--- config.mk ---
export PLATFORM = sky130hd
export DESIGN_NAME = branch_sequencer
export DESIGN_NICKNAME = d
export VERILOG_FILES = /design/src/rtl/branch_sequencer.sv
export SDC_FILE = /design/constraint.sdc
export NUM_CORES = 1
export LEC_CHECK = 0
export BUFFER_PORTS_ARGS = -buffer_cell sky130_fd_sc_hd__clkbuf_2
export CAP_MARGIN = 20
export CORE_AREA = 2 2 54 106
export DETAILED_ROUTE_END_ITERATION = 12
export DIE_AREA = 0 0 56 108
export GPL_ROUTABILITY_DRIVEN = 1
export PLACE_DENSITY = 0.87
export SLEW_MARGIN = 20
export SYNTH_ARGS = -nofsm -noshare
export SYNTH_HDL_FRONTEND = slang
export SYNTH_SLANG_ARGS = --single-unit
--- constraint.sdc ---
create_clock -name clock -period 7.45 [get_ports clock]
set_clock_uncertainty 0.05 [all_clocks]
set_input_delay 0.3725 -clock clock [delete_from_list [all_inputs] [get_ports clock]]
set_output_delay 0.3725 -clock clock [all_outputs]
set_load 0.05 [all_outputs]
--- src/rtl/branch_sequencer.sv ---
// Branch-class control sequencer for B, BL, BR, CBZ/CBNZ and B.cond: IDLE -> [LINK|TEST] -> EXEC.
// Optional BRANCH_STATS_EN adds exec_count / taken_count statistics outputs.
module branch_sequencer #(
  parameter int          DATA_WIDTH  = 64,
  parameter logic [4:0]  LINK_REG    = 5'd30,
  parameter logic [4:0]  FSEL_PASS_A = 5'b00100,
  parameter logic [1:0]  DSEL_PC     = 2'b10
) (
  input  logic                  clock,
  input  logic                  reset,
  input  logic                  start,
  input  logic [31:0]           instruction,
  input  logic [3:0]            flags,
  input  logic                  alu_zero,
  output logic [28:0]           controlWord,
  output logic [DATA_WIDTH-1:0] K,
  output logic                  busy,
  output logic                  done,
  output logic                  taken,
  output logic                  illegal
`ifdef BRANCH_STATS_EN
  ,
  output logic [31:0]           taken_count,
  output logic [31:0]           exec_count
`endif
);

  typedef enum logic [1:0] {S_IDLE, S_LINK, S_TEST, S_EXEC} state_t;
  typedef enum logic [2:0] {C_B, C_BL, C_CB, C_BCOND, C_BR, C_ILL} cls_t;

  state_t      state_q, state_d;
  logic [31:0] instr_q, instr_d;
  logic        zero_q, zero_d;

  function automatic cls_t decode(input logic [31:0] w);
    cls_t c;
    if (w[31:26] == 6'b000101)                         c = C_B;
    else if (w[31:26] == 6'b100101)                    c = C_BL;
    else if (w[30:25] == 6'b011010)                    c = C_CB;
    else if (w[31:24] == 8'b01010100)                  c = C_BCOND;
    else if (w[31:10] == 22'b1101011000011111000000)   c = C_BR;
    else                                               c = C_ILL;
    return c;
  endfunction

  // Condition field: bits [3:1] pick the test, bit 0 inverts it except for 1111 (always).
  function automatic logic cond_pass(input logic [3:0] c, input logic [3:0] f);
    logic n, z, cf, v, r;
    {n, z, cf, v} = f;
    case (c[3:1])
      3'b000:  r = z;
      3'b001:  r = cf;
      3'b010:  r = n;
      3'b011:  r = v;
      3'b100:  r = cf & ~z;
      3'b101:  r = (n == v);
      3'b110:  r = ~z & (n == v);
      default: r = 1'b1;
    endcase
    if (c[0] && (c != 4'hF)) r = ~r;
    return r;
  endfunction

  always_ff @(posedge clock) begin
    if (reset) begin
      state_q <= S_IDLE;
      instr_q <= 32'd0;
      zero_q  <= 1'b0;
    end else begin
      state_q <= state_d;
      instr_q <= instr_d;
      zero_q  <= zero_d;
    end
  end

  always_comb begin
    state_d = state_q;
    instr_d = instr_q;
    zero_d  = zero_q;
    case (state_q)
      S_IDLE: begin
        if (start) begin
          instr_d = instruction;
          case (decode(instruction))
            C_BL:    state_d = S_LINK;
            C_CB:    state_d = S_TEST;
            default: state_d = S_EXEC;
          endcase
        end
      end
      S_LINK: state_d = S_EXEC;
      S_TEST: begin
        zero_d  = alu_zero;
        state_d = S_EXEC;
      end
      default: state_d = S_IDLE;
    endcase
  end

  logic [1:0] psel_c, dsel_c;
  logic [4:0] da_c, sa_c, fsel_c;
  logic       regw_c, pcsel_c, taken_c;
  logic [DATA_WIDTH-1:0] k_c;
  cls_t       cls_c;

  always_comb begin
    psel_c  = 2'b00;
    dsel_c  = 2'b00;
    da_c    = 5'd0;
    sa_c    = 5'd0;
    fsel_c  = 5'd0;
    regw_c  = 1'b0;
    pcsel_c = 1'b0;
    taken_c = 1'b0;
    k_c     = '0;
    busy    = 1'b0;
    done    = 1'b0;
    illegal = 1'b0;
    cls_c   = decode(instr_q);
    case (state_q)
      S_LINK: begin
        busy   = 1'b1;
        da_c   = LINK_REG;
        regw_c = 1'b1;
        dsel_c = DSEL_PC;
      end
      S_TEST: begin
        busy   = 1'b1;
        sa_c   = instr_q[4:0];
        fsel_c = FSEL_PASS_A;
      end
      S_EXEC: begin
        busy = 1'b1;
        done = 1'b1;
        case (cls_c)
          C_B, C_BL: begin
            taken_c = 1'b1;
            k_c     = {{(DATA_WIDTH-26){instr_q[25]}}, instr_q[25:0]};
          end
          C_CB: begin
            taken_c = instr_q[24] ? ~zero_q : zero_q;
            k_c     = {{(DATA_WIDTH-19){instr_q[23]}}, instr_q[23:5]};
          end
          C_BCOND: begin
            taken_c = cond_pass(instr_q[3:0], flags);
            k_c     = {{(DATA_WIDTH-19){instr_q[23]}}, instr_q[23:5]};
          end
          C_BR: begin
            taken_c = 1'b1;
            sa_c    = instr_q[9:5];
          end
          default: illegal = 1'b1;
        endcase
        // PC-relative redirect whenever a non-register branch is taken; otherwise fall through.
        if (cls_c == C_BR)  psel_c = 2'b10;
        else if (taken_c)   psel_c = 2'b11;
        else                psel_c = 2'b01;
        pcsel_c = (psel_c == 2'b11);
      end
      default: ;
    endcase
    taken       = taken_c;
    K           = k_c;
    controlWord = {psel_c, da_c, sa_c, 5'd0, fsel_c, regw_c, 1'b0, dsel_c, 1'b0, pcsel_c, 1'b0};
  end

`ifdef BRANCH_STATS_EN
  logic [31:0] taken_cnt_q, exec_cnt_q;

  always_ff @(posedge clock) begin
    if (reset) begin
      taken_cnt_q <= 32'd0;
      exec_cnt_q  <= 32'd0;
    end else if (done) begin
      exec_cnt_q <= exec_cnt_q + 32'd1;
      if (taken_c) taken_cnt_q <= taken_cnt_q + 32'd1;
    end
  end

  assign taken_count = taken_cnt_q;
  assign exec_count  = exec_cnt_q;
`endif

endmodule

==> reports/results.txt, run 1 <==
Outcome: finished clean
Clock tree buffer depth: 2
Psw: 355 uW
Via count: 2388
Clk pwr share: 0.177
HP Class: in -> reg
Placement Rows: 37
Worst path slowest cell: nand2_1
Logic pwr share: 0.459
Register bit count reported by yosys: 35
Die Wd: 56 um
Pre-CTS setup slack: 4.31 ns
Max stage delay on crit path: 0.70 ns
First-pass GRT wire length: 9.95 mm
Crit path launch type: flop
1st-iter DRT viols: 59
GRT Overall Usage: 0.208
Tmin final: 3.43 ns
# fillers: 525
GRT overflow: 0
Synthesized instance count: 320
Initial Utilization: 0.470
Final setup margin: 4.02 ns
Vias in the first global route: 2162
Nets: 431
RSZ-0062 raised after global routing: false
Hold Crit Depth: 3
Vias per std cell: 5.35
Setup Viol. Count Final: 0
Crit Path Max Fanout: 39
Seq pwr share: 0.364
Wirelength, routed: 6.28 mm
Top_reg_cell synth: dfxtp_1
Worst-Skew Late Latency: 0.29 ns
Cell Area, Synth: 0.00244 mm2
Hpwl dp: 4.91 mm
Drt drc: 0
CTS tree: done
Avg Cell Area, Syn: 7.62 um2
Max Cap Viol: 0
Placeable core area: 0.00518 mm2
Fin crit share: 0.461
DRT antenna net count: 0
Ratio of cells with drive above 1 in the final layout: 0.402
Cts bufs inserted: 5
Post-synth EDFFs: 0
Synth warn: 0
Port Buffers: 122
Top cells by count, synth: nand2_1 (81), buf_4 (59), a21oi_1 (35), dfxtp_1 (35), a22o_2 (17)
Required time of the critical path: 7.03 ns
Die footprint: 0.00605 mm2
Wire per inst: 14.1 um
Fmax achieved: 291 MHz
Setup CP Type: reg -> out
Largest net degree at the start of global routing: 40
Sequential area share after synthesis: 0.287
Post-synth top area share: 0.287
Sw frac: 0.485
CTS resizes: 0
Fraction of synthesis flops using an asynchronous set or reset pin: 0
Hold-fix buffers at CTS: 0
Synth area leaders: dfxtp_1 (29%), buf_4 (18%), nand2_1 (12%), a21oi_1 (7.2%), a22o_2 (7.0%)
DR pass1 iterations: 4
Most common cell in the netlist: nand2_1
R2R depth: 5
Clock transition at the registers of the reported paths: 0.07 ns
Arrival time at the worst endpoint: 3.01 ns
Pleak: 0.00137 uW
Final Hold Viols: 0
Pins Over Slew Limit: 0
VDD IR max: 0.000280 V
Worst Max-Slew Pin Slew: 1.04 ns
H-tree levels: 2
Io pins: 137
Crit path cell chain: nand4bb_4, or3b_4, a21oi_4, nand2_4, nand2_1, clkbuf_2
RePlAce Congestion: 0.832
Clk root buf: clkbuf_8
Yosys cell types: 45
Yosys top cell by area: dfxtp_1
Postcts setup bufs: 0
Power Density: 266 mW/mm2
P&R area growth vs syn: 13.1%
# clock sinks: 35
Setup TNS: 0 ns
Ant diodes: 0
Element type at the critical path end: output pin
Die Span Y: 108 um
Relative slew slack: 0.307
Pint: 378 uW
Antenna violations before repair: 0
registers in the layout (all words and copies together) (netlist names):
register  flops
instr_q      32
state_q       2
zero_q        1
power groups by stage:
stage | clock (uW) | combinational, uW | sequential (uW)
global placement | 0 | 323 | 268
detailed placement | 0 | 330 | 270
floorplan | 0 | 302 | 252
CTS | 132 | 330 | 266
finish | 130 | 336 | 267
global route | 141 | 368 | 273
area by class of cell:
cell class	count	area, um2	area share
Tap cell	58	72.6	0.0263
Clock inverter	3	15.0	0.00544
Multi-Input combinational cell	215	1240	0.451
Inverter	6	22.5	0.00817
Clock buffer	5	68.8	0.0250
Sequential cell	35	701	0.254
Timing Repair Buffer	124	633	0.230
critical path, delay by kind of cell (launching register included):
family / cells / cell delay, ns
compound gates: 1 / 0.47
buf+inv: 1 / 0.41
flops: 1 / 0.33
simple gates: 4 / 1.50
metal layers:
metal  GRT usage  up-vias  wire length (um)
li1            -     1155                 -
met1       0.213     1077              2100
met2       0.382      134              3400
met3      0.0323       22               495
met4       0.136        0               284
met5           0        -                 0
per-stage QoR:
stage | instances | util | total power (uW) | area (um2) | hold slack, ns
2_1_floorplan | 333 | - | 554 | 2490 | 0.395
5_1_grt | 446 | 0.532 | 782 | 2760 | 0.263
3_3_place_gp | 437 | 0.513 | 591 | 2660 | 0.414
3_5_place_dp | 437 | 0.513 | 600 | 2660 | 0.423
6_report | 446 | 0.532 | 733 | 2760 | 0.250
4_1_cts | 445 | 0.529 | 729 | 2740 | 0.248
cell usage in the layout, fill, tap and decap left out, types with 2 or more instances in the layout:
| master | count |
|---|---|
| a31oi_1 | 2 |
| nand3_1 | 2 |
| a22o_1 | 6 |
| o22ai_1 | 2 |
| dfxtp_1 | 35 |
| a2111oi_0 | 2 |
| nor2_1 | 11 |
| ha_1 | 4 |
| a22oi_1 | 2 |
| nor4_1 | 2 |
| mux2i_1 | 4 |
| nand4_1 | 3 |
| nand2_1 | 81 |
| clkbuf_2 | 122 |
| clkbuf_8 | 5 |
| xnor2_1 | 2 |
| conb_1 | 14 |
| nor2b_1 | 3 |
| a21oi_1 | 35 |
| a22o_2 | 17 |
| clkinv_2 | 3 |
| inv_1 | 6 |
| o2bb2ai_1 | 2 |
kinds of logic after synthesis:
logic type      count (synthesis)  synth area share
simple gates                  115             0.219
buf+inv                        83             0.224
compound gates                 76             0.224
flops                          35             0.287
fa+ha+maj                       4            0.0205
mux                             4            0.0164
xor+xnor                        2           0.00718
other cells                     1           0.00154
worst paths after layout:
| check | from | end | slack (ns) |
|---|---|---|---|
| hold reg to reg | instr_q[31] | instr_q[31] | 0.43 |
| setup / recovery | instr_q[30] | K[48] | 4.02 |
| setup reg to reg | state_q[0] | instr_q[0] | 5.54 |
| hold / removal | instruction[12] | instr_q[12] | 0.25 |
Power figures use the tool's default switching activity.
==> run 2, diff against run 1 <==
- CORE_AREA: 2 2 54 106 -> 2 2 56 110
- DIE_AREA: 0 0 56 108 -> 0 0 58 112
- PLACE_DENSITY: 0.87 -> 0.81
- clock period: 7.45 -> 3.3 ns (I/O delays scaled with it)
==> run 2 against run 1 <==
Die area grew 7.4%. Final cell count up 0.67%. Non-clock buffer count is the same. Sequential share of layout area decreased by 0.53 points. Combinational power rose by 120%. Worst hold slack got worse by 0.20 ns. Critical path depth rose by 1. First-iteration DRC count rose by 32%. Sequential power up 130%. Critical path type unchanged. Highest routed layer unchanged.
==> reports/results.txt, run 2 (synthesized netlist as in run 1, its figures left out) <==
Die Wd: 58 um (was 56 um)
Setup Viol. Count Final: 0 (unchanged)
Initial Utilization: 0.431 (was 0.470)
GRT overflow: 0 (unchanged)
Port Buffers: 122 (unchanged)
Fin crit share: 0.849
Final design utilization: 0.498 (was 0.532)
CTS resizes: 0 (unchanged)
Cell count after placement: 441 (was 437)
Arrival time at the worst endpoint: 2.59 ns (was 3.01 ns)
Clk pwr share: 0.254 (was 0.177)
Setup CP Type: reg -> out (unchanged)
Power Density: 640 mW/mm2 (was 266 mW/mm2)
Commonest non-fill, non-tap cell in the layout: clkbuf_2 (unchanged)
1st-iter DRT viols: 78 (was 59)
Biggest regs: instr_q: 32 flops, state_q: 2 flops, zero_q: 1 flops (unchanged)
Element type at the critical path end: output pin (unchanged)
Clock transition at the registers of the reported paths: 0.06 ns (was 0.07 ns)
Largest net degree at the start of global routing: 40 (unchanged)
Ratio of cells with drive above 1 in the final layout: 0.405 (was 0.402)
H-tree levels: 2 (unchanged)
Crit path launch type: flop (unchanged)
Wire per inst: 13.8 um (was 14.1 um)
Worst path slowest cell: a21oi_4 (was nand2_1)
Clock tree buffer depth: 2 (unchanged)
Clk root buf: clkbuf_16 (was clkbuf_8)
Max Cap Viol: 0 (unchanged)
Max reg flops: 32 (unchanged)
Pleak: 0.00139 uW (was 0.00137 uW)
R2R depth: 5 (unchanged)
# clock sinks: 35 (unchanged)
P&R area growth vs syn: 15.5% (was 13.1%)
VDD IR max: 0.000650 V (was 0.000280 V)
Relative slew slack: 0.324 (was 0.307)
Cts bufs inserted: 5 (unchanged)
HP Class: in -> reg (unchanged)
Ant diodes: 0 (unchanged)
Pint: 976 uW (was 378 uW)
CTS tree: done (unchanged)
Die footprint: 0.00650 mm2 (was 0.00605 mm2)
Io pins: 137 (unchanged)
Hpwl dp: 4.91 mm (about the same)
Tmin final: 2.80 ns
Hold Crit Depth: 3 (unchanged)
Logic pwr share: 0.412 (was 0.459)
Commonest non-fill, non-tap cells in the layout: clkbuf_2 (122), nand2_1 (81), a21oi_1 (35), dfxtp_1 (35), a22o_2 (17) (unchanged)
Max stage delay on crit path: 0.46 ns (was 0.70 ns)
Biggest register: instr_q (unchanged)
Layout Cells excl Fill: 449 (was 446)
Psw: 827 uW (was 355 uW)
Antenna violations before repair: 0 (unchanged)
Placeable core area: 0.00566 mm2 (was 0.00518 mm2)
GRT Overall Usage: 0.197 (was 0.208)
Sw frac: 0.459 (was 0.485)
Outcome: finished clean (unchanged)
Final Hold Viols: 0 (unchanged)
DR pass1 iterations: 4 (unchanged)
Worst-Skew Late Latency: 0.28 ns (was 0.29 ns)
Nets: 431 (unchanged)
RSZ-0062 raised after global routing: false (unchanged)
Seq pwr share: 0.334 (was 0.364)
Crit Path Max Fanout: 39 (unchanged)
Vias in the first global route: 2168 (was 2162)
Worst Max-Slew Pin Slew: 1.01 ns (was 1.04 ns)
Fmax achieved: 357 MHz
Hold-fix buffers at CTS: 0 (unchanged)
Pins Over Slew Limit: 0 (unchanged)
First-pass GRT wire length: 9.95 mm (unchanged)
Crit path cell chain: nand4bb_4, or3b_4, a21oi_4, nand2_4, nand2_1, buf_4, clkbuf_2 (was nand4bb_4, or3b_4, a21oi_4, nand2_4, nand2_1, clkbuf_2)
Postcts setup bufs: 0 (unchanged)
Wirelength, routed: 6.21 mm (was 6.28 mm)
DRT antenna net count: 0 (unchanged)
Vias per std cell: 5.20 (was 5.35)
Placement Rows: 39 (was 37)
Setup TNS: 0 ns (unchanged)
Drt drc: 0 (unchanged)
RePlAce Congestion: 0.903 (was 0.832)
Required time of the critical path: 3.08 ns (was 7.03 ns)
Die Span Y: 112 um (was 108 um)
Via count: 2333 (was 2388)
==> run 2: changes by cell type in the layout (fill, tap and decap cells not counted) <==
| cell | delta |
|---|---|
| clkinv_2 | -2 |
| buf_4 | +1 |
| clkbuf_8 | -5 |
| and2_2 | +1 |
| buf_8 | -1 |
| and2_1 | -1 |
| clkinvlp_4 | +2 |
| clkbuf_16 | +5 |
==> run 2: layout make-up <==
class	instances	area [um2]
clock buffer	5	125
clock inverter	3	20.0
fill	564	2840
inverter	6	22.5
multi-input combinational	215	1250
sequential	35	701
tap	61	76.3
timing repair buffer	124	626
==> run 2: worst max-delay path: cells and delay by family, from the launching register on <==
family	cells	cell delay [ns]
DFF	1	0.33
AOI/OAI and AO/OA	1	0.46
and+or+nand+nor	4	0.88
buffers and inverters	2	0.63
==> run 2: power groups by stage <==
| stage | registers [uW] | logic, uW | clock network [uW] |
|---|---|---|---|
| 2_1_floorplan | 569 | 681 | 0 |
| 3_3_place_gp | 607 | 737 | 0 |
| 3_5_place_dp | 610 | 751 | 0 |
| 4_1_cts | 601 | 751 | 469 |
| 5_1_grt | 617 | 812 | 488 |
| 6_report | 602 | 743 | 458 |
==> run 2: routing by layer <==
| metal | up-vias | GRT usage | wire length (um) |
|---|---|---|---|
| li1 | 1153 | - | - |
| met3 | 16 | 0.0348 | 385 |
| met5 | - | 0 | 0 |
| met1 | 1044 | 0.205 | 2180 |
| met2 | 120 | 0.348 | 3410 |
| met4 | 0 | 0.124 | 231 |
==> run 2: worst paths after layout <==
kind                       to       startpoint  slack (ns)
setup / recovery        K[36]      instr_q[30]        0.50
hold / removal    instr_q[16]  instruction[16]        0.05
hold reg to reg    instr_q[4]       instr_q[4]        0.43
setup reg to reg  instr_q[12]       state_q[0]        1.43
==> run 2: stage by stage <==
step	area (um2)	power, uW	hold slack, ns	setup WS (ns)
6_report	2820	1800	0.0538	0.499
5_1_grt	2820	1920	0.0595	0.327
4_1_cts	2820	1820	0.0487	0.490
3_5_place_dp	2670	1360	0.343	0.794
3_3_place_gp	2670	1340	0.341	0.867
2_1_floorplan	2490	1250	0.251	0.0226
==> run 3, diff against run 2 <==
- clock period: 3.3 -> 2.6 ns (I/O delays scaled with it)
==> run 3 against run 2 <==
Register-to-register slack worse by 0.31 ns. Critical path depth fell by 1. Wire length increased by 3.6%. Clock power is 21% higher. Largest power group unchanged. Highest routed layer unchanged.
==> reports/results.txt, run 3 (synthesized netlist as in run 1, its figures left out) <==
Clock transition at the registers of the reported paths: 0.05 ns (was 0.06 ns)
Element type at the critical path end: output pin (unchanged)
Final Hold Viols: 0 (unchanged)
Clk root buf: clkbuf_16 (unchanged)
Port Buffers: 122 (unchanged)
Power Density: 804 mW/mm2 (was 640 mW/mm2)
Placement Rows: 39 (unchanged)
Fmax achieved: 405 MHz
GRT overflow: 0 (unchanged)
Post-route design area: 0.00285 mm2 (was 0.00282 mm2)
1st-iter DRT viols: 49 (was 78)
Cts bufs inserted: 5 (unchanged)
# clock sinks: 35 (unchanged)
Area after DPL: 0.00271 mm2 (was 0.00267 mm2)
Vias in the first global route: 2206 (was 2168)
Reg area: 701 um2 (unchanged)
Required time of the critical path: 2.42 ns (was 3.08 ns)
Clock tree buffer depth: 2 (unchanged)
# fillers: 570 (was 564)
Worst Max-Slew Pin Slew: 0.683 ns (was 1.01 ns)
DRT antenna net count: 0 (unchanged)
HP Class: in -> reg (unchanged)
Crit Path Max Fanout: 39 (unchanged)
Wirelength, routed: 6.43 mm (was 6.21 mm)
Pre-CTS setup slack: 0.399 ns (was 0.794 ns)
Pins Over Slew Limit: 0 (unchanged)
Setup TNS: 0 ns (unchanged)
Wire per inst: 14.2 um (was 13.8 um)
Layout Cells excl Fill: 452 (was 449)
Pleak: 0.00142 uW (was 0.00139 uW)
Drt drc: 0 (unchanged)
RSZ-0062 raised after global routing: false (unchanged)
Max Cap Viol: 0 (unchanged)
Placeable core area: 0.00566 mm2 (unchanged)
Die footprint: 0.00650 mm2 (unchanged)
GRT Overall Usage: 0.199 (was 0.197)
Nets: 434 (was 431)
Antenna violations before repair: 0 (unchanged)
P&R area growth vs syn: 16.7% (was 15.5%)
Biggest register: instr_q (unchanged)
Outcome: finished clean (unchanged)
Largest net degree at the start of global routing: 40 (unchanged)
Multi-input logic area: 0.00126 mm2 (was 0.00125 mm2)
RePlAce Congestion: 0.894 (was 0.903)
Setup CP Type: reg -> out (unchanged)
Die Wd: 58 um (unchanged)
Initial Utilization: 0.431 (unchanged)
Ratio of cells with drive above 1 in the final layout: 0.409 (was 0.405)
Fin crit share: 0.949
Ant diodes: 0 (unchanged)
Hpwl dp: 5.11 mm (was 4.91 mm)
Final setup margin: 0.132 ns (was 0.499 ns)
VDD IR max: 0.000696 V (was 0.000650 V)
Max reg flops: 32 (unchanged)
Vias per std cell: 5.33 (was 5.20)
Via count: 2408 (was 2333)
Crit path launch type: flop (unchanged)
Arrival time at the worst endpoint: 2.29 ns (was 2.59 ns)
Commonest non-fill, non-tap cell in the layout: clkbuf_2 (unchanged)
Hold-fix buffers at CTS: 0 (unchanged)
First-pass GRT wire length: 10.1 mm (was 9.95 mm)
Cell count after placement: 444 (was 441)
Relative slew slack: 0.544 (was 0.324)
Commonest non-fill, non-tap cells in the layout: clkbuf_2 (105), nand2_1 (80), a21oi_1 (35), dfxtp_1 (35) (was clkbuf_2 (122), nand2_1 (81), a21oi_1 (35), dfxtp_1 (35), a22o_2 (17))
CTS tree: done (unchanged)
Worst-Skew Late Latency: 0.27 ns (was 0.28 ns)
Die Span Y: 112 um (unchanged)
Io pins: 137 (unchanged)
Biggest regs: instr_q: 32 flops, state_q: 2 flops, zero_q: 1 flops (unchanged)
Hold WS: 0.0263 ns (was 0.0538 ns)
H-tree levels: 2 (unchanged)
Tmin final: 2.47 ns
DR pass1 iterations: 5 (was 4)
Setup Viol. Count Final: 0 (unchanged)
[run 3: cell types whose count changed in the layout (fill, tap and decap cells not counted), sizes merged]
cell,previous run,this run
buf,2,22
clkbuf,127,112
clkinvlp,2,0
[run 3: final timing paths]
path | end | cells past startpoint | start | slack, ns
max | K[48] | 6 | instr_q[30] | 0.13
min | instr_q[24] | 3 | instruction[24] | 0.03
max reg2reg | instr_q[31] | 6 | state_q[0] | 1.12
min reg2reg | instr_q[4] | 2 | instr_q[4] | 0.42
[run 3: worst max-delay path, cell delays in order (launching register included)]
cell and delay, ns:
dfxtp_1 0.34, nand4bb_4 0.25, or3b_4 0.41, a21oi_4 0.30, nand2_4 0.12, nand2_4 0.25, clkbuf_2 0.33
[run 3: where the power goes]
group	internal, uW	switching [uW]
clock	353	202
sequential	641	127
combinational	261	705
total	1260	1030
[run 3: layout make-up]
cell class | count | area share
Timing Repair Buffer | 127 | 0.228
Inverter | 6 | 0.00791
Tap cell | 61 | 0.0268
Clock buffer | 7 | 0.0466
Sequential cell | 35 | 0.246
Clock inverter | 1 | 0.00176
Multi-Input combinational cell | 215 | 0.443
[run 3: metal layers]
layer / GRT usage / routed length, um / up-vias / part of all wire
met2: 0.375 / 3590 / 122 / 0.56
li1: - / - / 1162 / -
met1: 0.201 / 2220 / 1109 / 0.34
met3: 0.0290 / 437 / 15 / 0.068
met5: 0 / 0 / - / 0
met4: 0.0992 / 191 / 0 / 0.030
[run 3: repair_timing]
action	CTS	global route
hold endpoints to repair	0	0
endpoints found under the setup margin	0	39
buffers inserted	0	0
resized for setup	0	17
[run 3: per-stage QoR]
| step | utilization | power (uW) |
|---|---|---|
| detailed placement | 0.479 | 1750 |
| floorplan | - | 1590 |
| CTS | 0.503 | 2300 |
| global route | 0.503 | 2430 |
| global placement | 0.479 | 1730 |
| finish | 0.503 | 2290 |
